**src/rtl/ram_port_arbiter_if.sv**
```systemverilog
// Bundle of the CPU, debug and RAM-side signals that pass through ram_port_arbiter.
// Handshake: an access is accepted in any cycle where req & gnt are both high at the
// rising edge. Until that edge the requester holds req/we/addr/wdata stable.
interface ram_port_arbiter_if #(
    parameter int ADDR_W = 10,
    parameter int DATA_W = 32
);
    logic              cpu_req;
    logic              cpu_we;
    logic [ADDR_W-1:0] cpu_addr;
    logic [DATA_W-1:0] cpu_wdata;
    logic              cpu_gnt;
    logic              cpu_stall;
    logic              cpu_rvalid;
    logic [DATA_W-1:0] cpu_rdata;

    logic              dbg_req;
    logic              dbg_we;
    logic [ADDR_W-1:0] dbg_addr;
    logic [DATA_W-1:0] dbg_wdata;
    logic              dbg_gnt;
    logic              dbg_rvalid;
    logic [DATA_W-1:0] dbg_rdata;
    logic              dbg_lock;

    logic [ADDR_W-1:0] ram_address;
    logic [DATA_W-1:0] ram_data;
    logic              ram_rden;
    logic              ram_wren;
    logic [DATA_W-1:0] ram_q;

    modport slave (
        input  cpu_req, cpu_we, cpu_addr, cpu_wdata,
        output cpu_gnt, cpu_stall, cpu_rvalid, cpu_rdata,
        input  dbg_req, dbg_we, dbg_addr, dbg_wdata, dbg_lock,
        output dbg_gnt, dbg_rvalid, dbg_rdata,
        output ram_address, ram_data, ram_rden, ram_wren,
        input  ram_q
    );

    modport master (
        output cpu_req, cpu_we, cpu_addr, cpu_wdata,
        input  cpu_gnt, cpu_stall, cpu_rvalid, cpu_rdata,
        output dbg_req, dbg_we, dbg_addr, dbg_wdata, dbg_lock,
        input  dbg_gnt, dbg_rvalid, dbg_rdata,
        input  ram_address, ram_data, ram_rden, ram_wren,
        output ram_q
    );
endinterface

```
**src/rtl/ram_port_arbiter.sv**
```systemverilog
// Shares the single-port data RAM between the CPU load/store path and the debug port:
// one access per cycle, CPU priority with bounded debug wait, tagged read returns.
module ram_port_arbiter #(
    parameter int ADDR_W       = 10,
    parameter int DATA_W       = 32,
    parameter int RD_LATENCY   = 1,   // 1 or 2
    parameter int STARVE_LIMIT = 4    // 1..15
) (
    input  logic                MAX10_CLK1_50,
    input  logic                reset,
    ram_port_arbiter_if.slave   bus,
    output logic [3:0]          starve_cnt
);
    localparam logic [3:0] LIMIT = 4'(STARVE_LIMIT);

    logic                  starved;
    logic                  cpu_win;
    logic                  dbg_win;
    logic                  rd_accept;
    logic                  rd_accept_dbg;
    logic [RD_LATENCY-1:0] tag_v;
    logic [RD_LATENCY-1:0] tag_dbg;
    logic                  tail_v;
    logic                  tail_dbg;

    assign starved = (starve_cnt == LIMIT) && bus.dbg_req;

    // Lock beats everything and blocks the CPU even when debug is idle.
    always_comb begin
        cpu_win = 1'b0;
        dbg_win = 1'b0;
        if (!reset) begin
            if (bus.dbg_lock) begin
                dbg_win = bus.dbg_req;
            end else if (starved) begin
                dbg_win = 1'b1;
            end else if (bus.cpu_req) begin
                cpu_win = 1'b1;
            end else begin
                dbg_win = bus.dbg_req;
            end
        end
    end

    assign rd_accept     = (cpu_win && !bus.cpu_we) || (dbg_win && !bus.dbg_we);
    assign rd_accept_dbg = dbg_win;

    always_comb begin
        bus.cpu_gnt     = cpu_win;
        bus.dbg_gnt     = dbg_win;
        bus.cpu_stall   = !reset && bus.cpu_req && !cpu_win;
        bus.ram_address = dbg_win ? bus.dbg_addr  : bus.cpu_addr;
        bus.ram_data    = dbg_win ? bus.dbg_wdata : bus.cpu_wdata;
        bus.ram_wren    = (cpu_win && bus.cpu_we) || (dbg_win && bus.dbg_we);
        bus.ram_rden    = rd_accept;
    end

    always_ff @(posedge MAX10_CLK1_50) begin
        if (reset) begin
            starve_cnt <= 4'd0;
        end else if (!bus.dbg_req || dbg_win) begin
            starve_cnt <= 4'd0;
        end else if (starve_cnt != LIMIT) begin
            starve_cnt <= starve_cnt + 4'd1;
        end
    end

    // Owner tags travel alongside the RAM's read pipeline; the tail lines up with ram_q.
    always_ff @(posedge MAX10_CLK1_50) begin
        if (reset) begin
            tag_v   <= '0;
            tag_dbg <= '0;
        end else begin
            tag_v   <= RD_LATENCY'({tag_v, rd_accept});
            tag_dbg <= RD_LATENCY'({tag_dbg, rd_accept_dbg});
        end
    end

    assign tail_v   = tag_v[RD_LATENCY-1];
    assign tail_dbg = tag_dbg[RD_LATENCY-1];

    always_comb begin
        bus.cpu_rvalid = !reset && tail_v && !tail_dbg;
        bus.dbg_rvalid = !reset && tail_v && tail_dbg;
        bus.cpu_rdata  = bus.cpu_rvalid ? bus.ram_q : '0;
        bus.dbg_rdata  = bus.dbg_rvalid ? bus.ram_q : '0;
    end
endmodule

```
**src/flat_wrapper.sv**
```systemverilog
// flat-port wrapper written by rule: the top's interface ports become plain ports
module ram_port_arbiter_flat 
#(
    parameter int ADDR_W       = 10,
    parameter int DATA_W       = 32,
    parameter int RD_LATENCY   = 1,            
    parameter int STARVE_LIMIT = 4            
)
  (MAX10_CLK1_50, reset, starve_cnt, bus_cpu_req, bus_cpu_we, bus_cpu_addr, bus_cpu_wdata, bus_cpu_gnt, bus_cpu_stall, bus_cpu_rvalid, bus_cpu_rdata, bus_dbg_req, bus_dbg_we, bus_dbg_addr, bus_dbg_wdata, bus_dbg_lock, bus_dbg_gnt, bus_dbg_rvalid, bus_dbg_rdata, bus_ram_address, bus_ram_data, bus_ram_rden, bus_ram_wren, bus_ram_q);
  ram_port_arbiter_if #(.ADDR_W(ADDR_W), .DATA_W(DATA_W)) bus_i ();
  input  logic MAX10_CLK1_50;
  input  logic reset;
  output logic [3:0] starve_cnt;
  input wire logic [$bits(bus_i.cpu_req)-1:0] bus_cpu_req;
  input wire logic [$bits(bus_i.cpu_we)-1:0] bus_cpu_we;
  input wire logic [$bits(bus_i.cpu_addr)-1:0] bus_cpu_addr;
  input wire logic [$bits(bus_i.cpu_wdata)-1:0] bus_cpu_wdata;
  output wire logic [$bits(bus_i.cpu_gnt)-1:0] bus_cpu_gnt;
  output wire logic [$bits(bus_i.cpu_stall)-1:0] bus_cpu_stall;
  output wire logic [$bits(bus_i.cpu_rvalid)-1:0] bus_cpu_rvalid;
  output wire logic [$bits(bus_i.cpu_rdata)-1:0] bus_cpu_rdata;
  input wire logic [$bits(bus_i.dbg_req)-1:0] bus_dbg_req;
  input wire logic [$bits(bus_i.dbg_we)-1:0] bus_dbg_we;
  input wire logic [$bits(bus_i.dbg_addr)-1:0] bus_dbg_addr;
  input wire logic [$bits(bus_i.dbg_wdata)-1:0] bus_dbg_wdata;
  input wire logic [$bits(bus_i.dbg_lock)-1:0] bus_dbg_lock;
  output wire logic [$bits(bus_i.dbg_gnt)-1:0] bus_dbg_gnt;
  output wire logic [$bits(bus_i.dbg_rvalid)-1:0] bus_dbg_rvalid;
  output wire logic [$bits(bus_i.dbg_rdata)-1:0] bus_dbg_rdata;
  output wire logic [$bits(bus_i.ram_address)-1:0] bus_ram_address;
  output wire logic [$bits(bus_i.ram_data)-1:0] bus_ram_data;
  output wire logic [$bits(bus_i.ram_rden)-1:0] bus_ram_rden;
  output wire logic [$bits(bus_i.ram_wren)-1:0] bus_ram_wren;
  input wire logic [$bits(bus_i.ram_q)-1:0] bus_ram_q;
  assign bus_i.cpu_req = bus_cpu_req;
  assign bus_i.cpu_we = bus_cpu_we;
  assign bus_i.cpu_addr = bus_cpu_addr;
  assign bus_i.cpu_wdata = bus_cpu_wdata;
  assign bus_cpu_gnt = bus_i.cpu_gnt;
  assign bus_cpu_stall = bus_i.cpu_stall;
  assign bus_cpu_rvalid = bus_i.cpu_rvalid;
  assign bus_cpu_rdata = bus_i.cpu_rdata;
  assign bus_i.dbg_req = bus_dbg_req;
  assign bus_i.dbg_we = bus_dbg_we;
  assign bus_i.dbg_addr = bus_dbg_addr;
  assign bus_i.dbg_wdata = bus_dbg_wdata;
  assign bus_i.dbg_lock = bus_dbg_lock;
  assign bus_dbg_gnt = bus_i.dbg_gnt;
  assign bus_dbg_rvalid = bus_i.dbg_rvalid;
  assign bus_dbg_rdata = bus_i.dbg_rdata;
  assign bus_ram_address = bus_i.ram_address;
  assign bus_ram_data = bus_i.ram_data;
  assign bus_ram_rden = bus_i.ram_rden;
  assign bus_ram_wren = bus_i.ram_wren;
  assign bus_i.ram_q = bus_ram_q;
  ram_port_arbiter #(.ADDR_W(ADDR_W), .DATA_W(DATA_W), .RD_LATENCY(RD_LATENCY), .STARVE_LIMIT(STARVE_LIMIT)) u_core (.MAX10_CLK1_50(MAX10_CLK1_50), .reset(reset), .bus(bus_i), .starve_cnt(starve_cnt));
endmodule
```
**config.mk**
```make
export PLATFORM = sky130hd
export DESIGN_NAME = ram_port_arbiter_flat
export DESIGN_NICKNAME = d
export VERILOG_FILES = /design/src/rtl/ram_port_arbiter_if.sv /design/src/rtl/ram_port_arbiter.sv /design/src/flat_wrapper.sv
export SDC_FILE = /design/constraint.sdc
export NUM_CORES = 1
export LEC_CHECK = 0
export CAP_MARGIN = 30
export CORE_AREA = 2 2 94 96
export DETAILED_ROUTE_END_ITERATION = 12
export DIE_AREA = 0 0 96 98
export MAX_ROUTING_LAYER = met4
export PLACE_DENSITY = 0.67
export SLEW_MARGIN = 40
export SYNTH_ARGS = -nofsm -noshare
export SYNTH_HDL_FRONTEND = slang
export SYNTH_SLANG_ARGS = --single-unit
```
**constraint.sdc**
```tcl
create_clock -name MAX10_CLK1_50 -period 4.9 [get_ports MAX10_CLK1_50]
set_input_delay 0.98 -clock MAX10_CLK1_50 [delete_from_list [all_inputs] [get_ports MAX10_CLK1_50]]
set_output_delay 0.98 -clock MAX10_CLK1_50 [all_outputs]
set_load 0.02 [all_outputs]
```
==> flow_metrics.tcl <==
set metrics [dict create \
    num_vias 1968 \
    dp_hpwl_um 6082 \
    worstSetupPathType "input pin to output port" \
    path_cells "clkdlybuf4s50_1, nand2b_1, o21ai_4, buf_12, mux2_2, clkdlybuf4s50_1" \
    drc_errors 0 \
    postRouteAntennaNets 0 \
    drive_above_1_share 0.1385 \
    drt_wl_total_um 6996 \
    fin_crit_sh 0.8641 \
    critical_path_buf_inv_count 3 \
    synth_top_area_cell "mux2_4" \
    endpoint_kind "output port" \
    dr.pass1.iters 4 \
    num_antenna_cells 0 \
    die_w_um 96 \
    status "finished clean" \
    hold_path_class "flop to flop" \
    grt_max_degree 38 \
    r2r-start "u_core.starve_cnt[0]" \
    finalSetupTns_ns 0 \
    wl_per_cell_um 14.05 \
    finalHoldViolCount 0 \
    rsz0062_at_grt "false" \
    grt_usage 0.1389 \
    dpl_worst_slack_ns 0.6682 \
    first_global_vias 1949 \
    clkTransAtPathRegs_ns 0.04 \
    die_y_um 98 \
    die_area_um2 9408 \
    cts_num_sinks 6 \
    yosysSeqAreaShare 0.08255 \
    yosysUniqueCellTypes 26 \
    clock_latency_ns 0.22 \
    min_to "u_core.starve_cnt[0]" \
    rrSetupSlack_ns 3.32 \
    coreArea_um2 8466 \
    synthToLayoutAreaGrowth_pct 172.9 \
    antenna_found_initial 0 \
    path_max_fanout 37 \
    synth_commonest_cells "64 x and2_1, 38 x mux2_4" \
    start_util 0.1719 \
    post_cts_buffers 0 \
    setup_ws_ns 0.6659 \
    power_w 0.0004257 \
    placementRows 34 \
    syn_inst 156 \
    fmax_ghz 0.2362 \
    ios 240 \
    synthFlopType "dfxtp_1" \
    synth_area_um2 1455 \
    h-tree-depth 1 \
    finalMaxSlewViolations 0 \
    required_ns 3.92 \
    synth-edff-count 0 \
    grt_overflow_total 0 \
    clockRootBuffer "clkbuf_8" \
    reg2reg_depth 5 \
    async_flop_share 0 \
    syn_nets 281 \
    worstHoldStart "u_core.starve_cnt[0]" \
    drt_first_iter_violations 40 \
    post_cts_resized 0 \
    synth_top_area_share 0.3921 \
    cts_made_buffers 3 \
    cp-start-kind "input pin" \
    design_area_um2 3971 \
    clockBufferDepth 2 \
    final_nets 517 \
    yosys_warnings 0 \
    worstPathArrival_ns 3.25 \
    min_path_cells 1 \
    numPortBuffers 239 \
    crit_top_cell "clkdlybuf4s50_1" \
    relSlewSlack 0.6725 \
    layout_min_cycle_time_ns 4.234 \
    synth_most_common_cell "and2_1" \
    cts_tree "done" \
    irDropWorstVdd_v 0.00008062 \
    ctsHoldBuffers 0 \
    drv_cap 0 \
    crit_family "buffers and inverters" \
    worst_pin_slew_ns 0.4862 \
    grt_pass1_wl_um 9915 \
    critical-path-max-stage-delay_ns 0.54 \
    viasPerCell 3.952 \
    leakage_nw 1.648 \
    r2r_end "u_core.tag_v" \
    setup_viol 0 \
    syn_area_per_cell_um2 9.328 \
    ys_seq_elements 6 \
    place_congestion 0.7158 \
    finClkSkew_ns 0.001188 \
    p_per_area_nw_per_um2 107.2 \
    synthTopCellsByArea "mux2_4 39%, and2_1 28%, dfxtp_1 8.3%, buf_8 4.1%, mux2_2 3.1%" \
    crit_slowest_cell "clkdlybuf4s50_1" \
    dpl_cell_area_um2 3930 \
]
[worst register-to-register path, cell delays in order (launching register included)]
cell and delay, ns:
dfxtp_1 0.38, inv_1 0.06, ha_1 0.21, and3b_4 0.21, o21ai_0 0.41, o32ai_1 0.16
[metal layers]
| layer | vias up | track usage | wire length [um] | part of all wire |
|---|---|---|---|---|
| met1 | 868 | 0.1536 | 2648 | 0.38 |
| met4 | 0 | 0.03846 | 104 | 0.015 |
| met3 | 8 | 0.03086 | 656 | 0.094 |
| met5 | - | - | 0 | 0 |
| li1 | 987 | - | - | - |
| met2 | 105 | 0.2457 | 3587 | 0.51 |
[metrics by stage]
stage          std cells  utilization  hold WS [ns]
2_1_floorplan        156            -        0.5294
3_3_place_gp         495       0.4642        0.4587
3_5_place_dp         495       0.4642        0.4674
4_1_cts              498       0.4691        0.4757
5_1_grt              498       0.4691        0.5052
6_report             498       0.4691        0.4701
[kinds of logic after synthesis]
kind of cell	count (synthesis)	synth area share
multiplexers	43	0.4299
flip-flops	6	0.08255
adder cells (fa/ha/maj)	2	0.01719
buffers and inverters	17	0.07566
AO/OA/AOI/OAI	7	0.04127
XOR/XNOR	1	0.006020
AND/OR/NAND/NOR	80	0.3474
[worst max path at each step]
stage	startpoint	slack (ns)	cells after the start	end
4_1_cts	bus_dbg_lock	0.66	6	bus_ram_data[31]
5_1_grt	bus_dbg_lock	0.59	6	bus_ram_data[31]
6_report	bus_dbg_lock	0.67	6	bus_ram_address[7]
3_5_place_dp	bus_dbg_lock	0.67	6	bus_ram_data[31]
2_1_floorplan	reset	1.86	4	bus_cpu_rdata[22]
3_3_place_gp	bus_dbg_lock	0.71	6	bus_ram_address[9]
[sequential cells by signal, summed over array words and instances (netlist names)]
| signal | flops |
|---|---|
| u_core.tag_dbg | 1 |
| u_core.starve_cnt | 4 |
| u_core.tag_v | 1 |
[layout by cell type (no fill, tap or decap), drive strengths merged]
master | netlist | final
clkdlybuf4s50 | 0 | 239
and2 | 64 | 64
mux2 | 42 | 42
inv | 6 | 6
nor2 | 6 | 6
dfxtp | 6 | 6
o32ai | 3 | 3
clkbuf | 6 | 3
buf | 5 | 3
nand2b | 2 | 2
ha | 2 | 2
and3b | 2 | 2
o21ai | 2 | 2
nor3b | 2 | 2
nor2b | 1 | 1
a21o | 1 | 1
or2 | 1 | 1
a21oi | 1 | 1
or3b | 1 | 1
nand3 | 1 | 1
mux2i | 1 | 1
xnor2 | 1 | 1
[power breakdown]
part           leakage [nW]  total [W]  switching [W]  internal, W
Sequential           0.0488  0.0000511    0.000000752    0.0000503
Clock                0.0216  0.0000744      0.0000216    0.0000528
Combinational          1.58   0.000300       0.000107     0.000193
Total                  1.65   0.000426       0.000129     0.000296
[cell type report]
class	count	area, um^2
clock buffers	3	41.29
fillers	799	4494
inverters	6	22.52
multi-input cells	133	1225
flip-flops and latches	6	120.1
well taps	108	135.1
repair buffers	242	2427
(Power assumes the default switching activity.)
